<file path="src/rtl/verisc_pkg.sv">
// verisc_pkg: shared VeriRISC bus widths, responder states and op codes
package verisc_pkg;
  localparam int AWIDTH = 5;
  localparam int DWIDTH = 8;
  typedef enum logic [1:0] {IDLE, WAIT, RESP} state_t;
  typedef enum logic {OP_RD, OP_WR} op_t;
endpackage

</file>
<file path="src/rtl/mem_array.sv">
// mem_array: DEPTH x DWIDTH storage, one synchronous write port, combinational read
module mem_array #(
  parameter int AWIDTH = 5,
  parameter int DWIDTH = 8,
  parameter int DEPTH  = 1 << AWIDTH
) (
  input  logic              clk,
  input  logic              we,
  input  logic [AWIDTH-1:0] waddr,
  input  logic [DWIDTH-1:0] wdata,
  input  logic [AWIDTH-1:0] raddr,
  output logic [DWIDTH-1:0] rdata
);
  logic [DWIDTH-1:0] mem [DEPTH];
  always_ff @(posedge clk)
    if (we) mem[waddr] <= wdata;
  assign rdata = mem[raddr];
endmodule

</file>
<file path="src/rtl/mem_responder.sv">
// mem_responder: wait-state memory responder for the VeriRISC bus with host preload port
module mem_responder
  import verisc_pkg::*;
#(
  parameter int AWIDTH      = verisc_pkg::AWIDTH,
  parameter int DWIDTH      = verisc_pkg::DWIDTH,
  parameter int DEPTH       = 1 << AWIDTH,
  parameter int WAIT_STATES = 1
) (
  input  logic              clk,
  input  logic              rst,
  input  logic              rd,
  input  logic              wr,
  input  logic [AWIDTH-1:0] addr,
  input  logic [DWIDTH-1:0] wdata,
  output logic [DWIDTH-1:0] rdata,
  output logic              ack,
  output logic              busy,
  output logic              err,
  input  logic              ld_en,
  input  logic [AWIDTH-1:0] ld_addr,
  input  logic [DWIDTH-1:0] ld_data,
  output logic              ld_ready
);
  state_t            state;
  op_t               op;
  logic [2:0]        cnt;
  logic              req_seen, start, commit, we;
  logic [AWIDTH-1:0] a_q, waddr;
  logic [DWIDTH-1:0] d_q, wd, mem_rdata;

  assign start    = state == IDLE && (rd || wr) && !req_seen;
  assign ld_ready = state == IDLE && !start;
  assign busy     = state != IDLE;
  // a reset arriving on the WAIT->RESP edge must suppress the commit
  assign commit   = state == WAIT && cnt == 3'd0 && op == OP_WR && !rst;
  assign we       = commit || (ld_en && ld_ready);
  assign waddr    = commit ? a_q : ld_addr;
  assign wd       = commit ? d_q : ld_data;

  mem_array #(.AWIDTH(AWIDTH), .DWIDTH(DWIDTH), .DEPTH(DEPTH)) u_mem (
    .clk(clk), .we(we), .waddr(waddr), .wdata(wd), .raddr(a_q), .rdata(mem_rdata)
  );

  always_ff @(posedge clk) begin
    if (rst) begin
      state    <= IDLE;
      cnt      <= 3'd0;
      req_seen <= 1'b0;
      ack      <= 1'b0;
      rdata    <= '0;
      err      <= 1'b0;
    end else begin
      ack <= 1'b0;
      if (!rd && !wr) req_seen <= 1'b0;
      else if (start) req_seen <= 1'b1;
      case (state)
        IDLE: if (start) begin
          state <= WAIT;
          cnt   <= 3'(WAIT_STATES);
          a_q   <= addr;
          d_q   <= wdata;
          op    <= rd ? OP_RD : OP_WR;
          if (rd && wr) err <= 1'b1;
        end
        WAIT: if (cnt != 3'd0) cnt <= cnt - 3'd1;
        else begin
          state <= RESP;
          ack   <= 1'b1;
          if (op == OP_RD) rdata <= mem_rdata;
        end
        default: state <= IDLE;
      endcase
    end
  end
endmodule

</file>
<file path="config.mk">
export PLATFORM = sky130hd
export DESIGN_NAME = mem_responder
export DESIGN_NICKNAME = d
export VERILOG_FILES = /design/src/rtl/verisc_pkg.sv /design/src/rtl/mem_array.sv /design/src/rtl/mem_responder.sv
export SDC_FILE = /design/constraint.sdc
export NUM_CORES = 1
export LEC_CHECK = 0
export BUFFER_PORTS_ARGS = -buffer_cell sky130_fd_sc_hd__buf_2
export CORE_MARGIN = 2
export CORE_UTILIZATION = 33
export CTS_CLUSTER_DIAMETER = 200
export DETAILED_ROUTE_END_ITERATION = 8
export GPL_ROUTABILITY_DRIVEN = 0
export GPL_TIMING_DRIVEN = 0
export PLACE_DENSITY = 0.54
export SLEW_MARGIN = 30
export SYNTH_ARGS = -nofsm -noshare
export SYNTH_HDL_FRONTEND = slang
export SYNTH_SLANG_ARGS = --single-unit
export TNS_END_PERCENT = 5
</file>
<file path="constraint.sdc">
create_clock -name clk -period 2.43 [get_ports clk]
set_input_delay 0.243 -clock clk [delete_from_list [all_inputs] [get_ports clk]]
set_output_delay 0.243 -clock clk [all_outputs]
set_load 0.1 [all_outputs]
</file>
# Yosys cells after proc, flatten, opt, wreduce, memory -nomap -nowiden
# Memories as Yosys holds them, arrays and structs flattened. A register that Yosys moved wholly into a read port is not among the register bits.
# Cells that the tools add are included.
# word_totals
word_cells	58
register_bits	22
memories	1
mem_bits_rw	256
# memory_table
name	words	width	rd	rd_ports_with_merged_regs	wr	line_no	rtl
u_mem.mem	32	8	1	1	1	mem_array.sv:14	logic [DWIDTH-1:0] mem [DEPTH];
# op_classes
n_bitwise	4
add_sub_neg	1
n_mux	12
eq_ne	4
n_reduce_logical	28
# ops
operator	n
AND reduction 3 bit	4
logical AND 1 bit	9
2-to-1 mux 8 bit	1
2-to-1 mux 3 bit	2
one-hot mux 3 bit (2 select lines)	1
logical NOT 1 bit	5
2-to-1 mux 5 bit	1
2-to-1 mux 1 bit	4
2-to-1 mux 2 bit	2
inequality test 2 bit, second input constant	2
NOT 1 bit	4
one-hot mux 2 bit (2 select lines)	1
nonzero test 2 bit	2
OR reduction 2 bit	2
logical NOT 3 bit	1
nonzero test 3 bit	1
subtractor 3 x 1 -> 3 bit, second input constant	1
== test 2 x 1 -> 1 bit, second input constant	1
logical NOT 2 bit	1
logical OR 1 bit	2
inequality test 2 x 1 -> 1 bit, second input constant	1
AND reduction 2 bit	1

# Longest topological paths before layout
# Gate-level depths: netlist of the first run.
# depth
depth_word	9
mapped_depth	9
ltp_nobuf	8

# Hierarchy
# A second synthesis of the first run with hierarchy kept.
# hier_totals
cells_unflattened	515
hier_area_um2	11278.3
# modules_own_cells
mod	instances	area_each_um2	cells_per_inst	seq_area_each_um2
mem_array	1	9893.2	409	7687.4
mem_responder	1	1385.1	106	740.7

# Worst setup path before layout of the first run
# OpenSTA, ideal clock, no wires.
# synth_timing
kind	register to register
from	register state[1]
to	register a_q[0], enable pin
synth_period_minus_slack_ns	2.935
setup_slack_ns	-0.505
stages_incl_launch_ff	4
arrival_ns	2.514
cell_sequence	dfxtp_1 nor2_1 inv_1 nor4_1
# synth_between
elab_chain_len	4
# synth_rtl
element	line_no	rtl
start, declared	mem_responder.sv:25	state_t state;
start signal, assigned	mem_responder.sv:47	state <= IDLE;
start signal, assigned	mem_responder.sv:59	state <= WAIT;
start signal, assigned	mem_responder.sv:68	state <= RESP;
logical NOT 2 bit *	mem_responder.sv:32, mem_responder.sv:57	
logical AND 1 bit (2 in series)	mem_responder.sv:32	assign start = state == IDLE && (rd || wr) && !req_seen;
AND reduction 3 bit (no source line) *	--	
end signal, assigned	mem_responder.sv:61	a_q <= addr;
end, declared	mem_responder.sv:29	logic [AWIDTH-1:0] a_q, waddr;
# Mark *: on every way between the ends. The rest lies on a longest branch, timed or not.
# A chain may end at the register's enable or synchronous reset.

==> flow_summary.yaml, run 1 <==
floorplan:
  fp.dieW_um: 191
  die_h_um: 191
  io_pins: 43
  die-area_um2: 36500
  initial_core_util: 0.334
  row_count: 68
  core_area_um2: 34500
logic_synthesis:
  synthTopCellsByArea: "edfxtp_1 (70%), mux2i_1 (11%), a22oi_1 (3.7%), dfxtp_1 (2.8%), nor2_1 (1.7%)"
  ys_types: 43
  synth_top_area_share: 0.702
  ys_warn_count: 0
  yosysTopAreaCell: "edfxtp_1"
  synthArstFlopShare: 0
  ys_seq_elements: 286
  syn-instance-count: 703
  synth_fp_nets: 736
  synthFlopType: "edfxtp_1"
  synth_edf_count: 270
  syn_avg_cell_area_um2: 16.4
  synth_seq_area_share: 0.730
  syn_area_um2: 11500
power_and_ir_drop:
  p_seq_frac: 0.507
  combinationalPowerShare: 0.101
  power_frac_clock: 0.392
  irDropWorstVdd_v: 0.000629
  p_int_uw: 8340
  p_switching_uw: 2600
  p_leak_uw: 0.00487
  p_per_area_nw_per_um2: 769
  swShare: 0.237
final_layout:
  nFillCells: 3157
  final_common_cell: "edfxtp_1"
  nets: 844
  area_growth_pct: 23.2
  num_antenna_cells: 0
  multiInputGateArea_um2: 3280
  seq_area_um2: 8430
  drive_above_1_share: 0.263
  most-common-layout-cells: "edfxtp_1 (270), mux2i_1 (128), a22oi_1 (56), buf_2 (43), a21oi_1 (34)"
clocking:
  htreeDepth: 1
  cts_sinks: 286
  clk_latency_ps: 550
  cts-buffers-inserted: 29
  clock_path_buffers: 3
  cts_root_buffer: "clkbuf_16"
  clk_pin_slew_ps: 60
  cts_tree: "done"
sta:
  finalCritPeriodShare: 0.998
  fin_ws_ps: 4.51
  fin_skew_ps: 18.1
  fin_setup_tns_ps: 0
  slew_violations: 0
  hold_viol: 0
  period_needed_ps: 2430
  tightest_slew_ps: 846
  rsz0062_at_grt: "yes"
  fmax_mhz: 412
  slew_headroom: 0.432
  timing.final.setup_violations: 0
setup_path:
  path_class: "reg2reg"
  cp_cell_sequence: "buf_6, nor2_1, clkbuf_1, a22oi_1, a21oi_1, or4_1, a211oi_2"
  arrival_ps: 2830
  setup.worst_path.start_class: "flip-flop"
  r2r_setup_slack_ps: 5
  cp.required_ps: 2840
  cp_max_fo: 10
  slowest_delay_ps: 520
  cp-end-kind: "flip-flop"
  cp_slowest_cell: "clkbuf_1"
global_route:
  grt_use_met3: 0.0252
  grt_pass1_wl_mm: 41.0
  first_global_vias: 6508
  antenna_found_initial: 0
  grt_util_met1: 0.211
  grt_util_met2: 0.252
  grt.total_usage: 0.153
  busiest_layer: "met2"
  overflow: 0
  grt_max_degree: 33
route:
  ant_nets: 0
  drt_first_pass_iters: 6
  drtIter0Drc: 491
  wl_per_cell_um: 21.4
  routed_wirelength_mm: 27.6
  drc: 0
  viasPerCell: 5.01
  vias: 6452
job:
  max-cap-violations: 0
place:
  place_hpwl_mm: 17.9
  io_buffers: 41
  post-place-ws_ps: -916
status:
  outcome: "finished clean"
worst_hold_path:
  hold_class: "in2reg"
## path summary, 6_finish.rpt
| path | to | startpoint | cells after the start |
|---|---|---|---|
| setup / recovery | rdata[1] | a_q[2] | 7 |
| hold / removal | rdata[0] | rst | 2 |
| setup reg to reg | rdata[1] | a_q[2] | 7 |
| hold reg to reg | cnt[2] | cnt[2] | 2 |
## final cells by class
class | count | area share
Sequential cell | 286 | 0.593
Multi-Input combinational cell | 367 | 0.231
Clock buffer | 31 | 0.0516
Timing Repair Buffer | 77 | 0.0449
Tap cell | 455 | 0.0400
Buffer | 41 | 0.0246
Clock inverter | 23 | 0.0132
Inverter | 9 | 0.00238
## metrics by stage
step	cells	instance area, um2	utilization	hold WS [ps]	total power [uW]
final	1289	14200	0.412	260	10900
after floorplan	703	11600	-	342	6320
after global placement	1199	12300	0.357	421	6630
after CTS	1284	14000	0.406	251	11000
after detailed placement	1201	12400	0.358	421	6650
after global routing	1289	14200	0.412	269	11300
## worst max-delay path, delay by kind of cell (launching register included)
family	cells	cell delay, ps
buf+inv	2	710
compound gates	3	620
simple gates	2	520
flops	1	440
## synth_stat cells (3+ instances only)
master	count
clkbuf_1	10
nor2_1	52
nor3_1	7
buf_1	3
a211oi_1	3
a211oi_2	6
inv_1	9
a22oi_1	57
dfxtp_1	16
mux2i_1	128
a21oi_1	34
buf_6	10
nor2b_1	3
a22oi_2	8
a31oi_1	7
edfxtp_1	270
nor4b_1	5
or4_1	8
buf_4	11
nand2_1	27
## sequential cells by signal, summed over array words and instances, names as in the netlist
signal and flops:
cnt 3, ack 1, state 2, err 1
rdata 8, u_mem.mem 256, req_seen 1, d_q 8
op 1, a_q 5
## power by group through the flow
stage	Sequential [uW]	Clock, uW	Combinational, uW
finish	5550	4280	1100
global route	5550	4590	1180
CTS	5550	4380	1090
detailed placement	5660	0	995
global placement	5660	0	974
floorplan	5740	0	578
## metal layers
metal / vias up / wire length, um
li1: 2989 / -
met1: 3246 / 12300
met2: 176 / 13400
met3: 41 / 1440
met4: 0 / 461
met5: - / 0
## what timing repair did
item                                    CTS  global route
pin swaps                                10            14
buffers inserted                         13             5
endpoints found under the hold margin    15             0
resized for setup                        97            23
endpoints found under the setup margin  520           337
hold buffers                             16             0
## kinds of logic (layout without fill, tap and decap cells)
group,after synthesis,count (layout),synth area share
and+or+nand+nor,115,115,0.0478
DFF,286,286,0.730
buffers and inverters,50,181,0.0314
muxes,128,128,0.111
adders and majority gates,2,2,0.00217
AOI/OAI and AO/OA,122,122,0.0779
Note: power is estimated with default switching activity, not from simulation.
==> inputs of run 2 (changes only) <==
REMOVE_ABC_BUFFERS = 1   (was unset)
==> run 2 against run 1 <==
  * Via count rose by 0.36%
  * Total power rose by 2.6%
  * Register-to-register slack improved by 40 ps
  * Critical endpoint is now rdata[2]
  * Largest power group unchanged
==> flow_summary.yaml, run 2 (synthesis results as in run 1) <==
status:
  outcome: "finished clean"
final_layout:
  most-common-layout-cells: "edfxtp_1 (270), mux2i_1 (127), a22oi_1 (47), buf_2 (43), nor2_4 (33)"
  largestRegisters: "u_mem.mem x256, d_q x8, rdata x8"
  num_antenna_cells: 0
  nets: 858
  final_cell_count_no_fill: 1304
  drive_above_1_share: 0.309
  largest_reg_flops: 256
  final_common_cell: "edfxtp_1"
  area_growth_pct: 28.0
  regMostFlops: "u_mem.mem"
  finalInstanceArea_um2: 14800
floorplan:
  die-area_um2: 36500
  core_area_um2: 34500
  initial_core_util: 0.334
  die_h_um: 191
  fp.dieW_um: 191
  row_count: 68
  io_pins: 43
power_and_ir_drop:
  irDropWorstVdd_v: 0.000525
  p_leak_uw: 0.00506
  p_per_area_nw_per_um2: 759
  p_total_uw: 11200
route:
  drc: 0
  viasPerCell: 4.97
  routed_wirelength_mm: 27.2
  vias: 6475
  drtIter0Drc: 470
  wl_per_cell_um: 20.9
  drt_first_pass_iters: 4
  ant_nets: 0
clocking:
  cts_tree: "done"
  htreeDepth: 1
  cts_sinks: 286
  clk_latency_ps: 550
  cts_root_buffer: "clkbuf_16"
  clk_pin_slew_ps: 60
  cts-buffers-inserted: 30
  clock_path_buffers: 3
job:
  max-cap-violations: 0
place:
  dpl_cell_area_um2: 12400
  place_hpwl_mm: 16.1
  io_buffers: 42
  dp_cells: 1182
sta:
  finalCritPeriodShare: 0.983
  hold_viol: 0
  slew_violations: 0
  fmax_mhz: 419
  tightest_slew_ps: 782
  timing.final.setup_violations: 0
  fin_skew_ps: 22.4
  period_needed_ps: 2390
  slew_headroom: 0.477
  rsz0062_at_grt: "yes"
  whs_ps: 166
global_route:
  first_global_vias: 6592
  grt_pass1_wl_mm: 39.9
  grt_util_met1: 0.204
  antenna_found_initial: 0
  overflow: 0
  grt_util_met2: 0.242
  grt.total_usage: 0.148
  grt_use_met3: 0.0207
  grt_max_degree: 33
  busiest_layer: "met2"
setup_path:
  path_class: "reg2reg"
  cp_max_fo: 17
  cp-end-kind: "flip-flop"
  cp.required_ps: 2900
  arrival_ps: 2850
  setup.worst_path.start_class: "flip-flop"
worst_hold_path:
  hold_class: "in2reg"
[run 2: area by class of cell]
class                      count  area (um2)
fill                        3060       19800
sequential                   286        8430
multi-input combinational    368        3370
timing repair buffer         130        1420
clock buffer                  51         891
tap                          455         569
clock inverter                 5        75.1
inverter                       9        33.8
[run 2: worst max-delay path, stage by stage (launching register included)]
cell,delay [ps]
edfxtp_1,590
and2b_4,360
buf_16,200
a22oi_1,180
a21oi_1,150
or4_4,590
a211oi_2,210
[run 2: per-layer routing]
layer	vias up	routed length (um)
met2	192	12800
met3	52	1470
li1	3014	-
met1	3217	12200
met4	0	753
met5	-	0
[run 2: report_power, final]
group	leakage [uW]	internal, uW	switching, uW
sequential	0.00256	5510	40.8
clock	0.000470	2680	1790
combinational	0.00203	429	762
[run 2: worst paths after layout]
check,start,endpoint,slack [ps],cells after the start
worst max-delay path,a_q[1],rdata[2],40,6
worst min-delay path,rst,cnt[2],170,2
worst max register to register,a_q[1],rdata[2],40,6
worst min register to register,cnt[2],cnt[2],480,2
[run 2: what timing repair did]
item,CTS,global route
hold buffers,16,0
pin swaps,34,31
gates resized for setup,117,26
endpoints found under the hold margin,15,0
setup endpoints to repair,520,520
buffers inserted,38,13
gates cloned,2,1
[run 2: through the flow]
stage	setup slack [ps]	setup TNS, ps	util
floorplan	-3790	-869570	-
global placement	-7220	-1756050	0.347
detailed placement	-1100	-306020	0.358
CTS	-43.6	-1080	0.420
global route	-19.8	-354	0.428
finish	41.2	0	0.428
==> inputs of run 3 (changes only) <==
CORE_ASPECT_RATIO = 1.5   (was unset)
CORE_UTILIZATION = 47   (was 33)
PLACE_DENSITY = 0.7   (was 0.54)
==> run 3 against run 2 <==
  * Combinational power about the same
  * Clock-buffer cell count down 21
  * Flip-flop and latch count unchanged
  * Final cell count down 13%
  * Largest cell class unchanged
  * Highest routed layer unchanged
  * Die area down 29%
  * Global-route usage up 4.6 points
  * Register-to-register slack about the same
  * Critical endpoint is now rdata[5]
==> flow_summary.yaml, run 3 (synthesis results as in run 1) <==
setup_path:
  crit_start: "a_q[1]"
  cp_max_fo: 32
  cp-end-kind: "flip-flop"
  cp.required_ps: 2880
  path_class: "reg2reg"
  arrival_ps: 2830
  reg2reg_from: "a_q[1]"
  setup.worst_path.start_class: "flip-flop"
clocking:
  cts_root_buffer: "clkbuf_16"
  clock_path_buffers: 3
  htreeDepth: 1
  cts_sinks: 286
  cts-buffers-inserted: 26
  clk_pin_slew_ps: 70
  clk_latency_ps: 520
  cts_tree: "done"
route:
  drtIter0Drc: 544
  ant_nets: 0
  viasPerCell: 5.76
  vias: 6564
  drt_first_pass_iters: 5
  wl_per_cell_um: 23.2
  drc: 0
  routed_wirelength_mm: 26.4
job:
  max-cap-violations: 0
worst_hold_path:
  holdCritStartpoint: "rst"
  hold_class: "in2reg"
status:
  outcome: "finished clean"
global_route:
  grt.total_usage: 0.194
  first_global_vias: 6730
  grt_max_degree: 33
  antenna_found_initial: 0
  overflow: 0
  grt_pass1_wl_mm: 38.5
sta:
  period_needed_ps: 2390
  finalCritPeriodShare: 0.982
  fmax_mhz: 419
  slew_violations: 0
  whs_ps: 138
  tightest_slew_ps: 767
  fin_ws_ps: 44.7
  slew_headroom: 0.489
  fin_skew_ps: 8.43
  timing.final.setup_violations: 0
  hold_viol: 0
final_layout:
  drive_above_1_share: 0.301
  utilization: 0.580
  regMostFlops: "u_mem.mem"
  largestRegisters: "u_mem.mem x256, d_q x8, rdata x8"
  area_growth_pct: 21.9
  largest_reg_flops: 256
  nets: 829
  most-common-layout-cells: "edfxtp_1 (270), mux2i_1 (128), a22oi_1 (45), buf_2 (44), nor2_4 (33)"
  final_common_cell: "edfxtp_1"
  num_antenna_cells: 0
place:
  post-place-ws_ps: -907
  place_hpwl_mm: 16.1
  io_buffers: 42
floorplan:
  die-area_um2: 25900
  io_pins: 43
  die_h_um: 196
  row_count: 70
  initial_core_util: 0.476
  core_area_um2: 24300
  fp.dieW_um: 132
power_and_ir_drop:
  p_total_uw: 10600
  p_per_area_nw_per_um2: 750
  p_leak_uw: 0.00480
  irDropWorstVdd_v: 0.000586
run 3: cell types whose count changed in the layout (fill, tap and decap cells not counted), sizes merged:
cell         change
bufbuf           -2
clkbuf          -18
clkinv          +13
bufinv           -1
dlygate4sd3      -1
buf             -25
run 3: timing repair:
item,CTS,global route
hold endpoints to repair,15,0
setup endpoints to repair,520,258
hold buffers,15,0
buffers inserted,4,23
gates cloned,0,4
pin swaps,18,39
resized for setup,110,40
run 3: worst max-delay path, stage by stage, from the launching register on:
cell	delay, ps
edfxtp_1	620
and2b_4	440
a22oi_1	290
a21oi_1	150
or4_4	590
a211oi_2	220
run 3: metal layers:
metal / vias up / part of all wire / global-route usage
li1: 2945 / - / -
met2: 273 / 0.53 / 0.361
met3: 72 / 0.051 / 0.0227
met1: 3274 / 0.37 / 0.225
met4: 0 / 0.043 / 0.0789
met5: - / 0 / 0
run 3: area by class of cell:
class                      instances  area, um2
clock buffer                      30        687
clock inverter                    17        100
fill                            1756      10200
inverter                           9       33.8
multi-input combinational        368       3410
sequential                       286       8430
tap                              324        405
timing repair buffer             105       1010
run 3: where the power goes:
part	switching, uW	total, uW	leakage, uW	internal (uW)
Sequential	43.6	5550	0.00256	5500
Clock	1710	3830	0.000394	2120
Combinational	766	1180	0.00185	412
run 3: stage by stage:
| stage | setup TNS [ps] | instance area, um2 | cells |
|---|---|---|---|
| finish | 0 | 14100 | 1139 |
| detailed placement | -294690 | 12200 | 1047 |
| global route | -38.6 | 14100 | 1139 |
| floorplan | -869570 | 11200 | 662 |
| CTS | -4940 | 13600 | 1113 |
| global placement | -1479550 | 11800 | 1028 |
run 3: final timing paths:
| kind | depth (start not counted) | to | slack [ps] |
|---|---|---|---|
| max reg2reg | 5 | rdata[5] | 40 |
| max | 5 | rdata[5] | 40 |
| min reg2reg | 2 | err | 490 |
| min | 2 | cnt[2] | 140 |
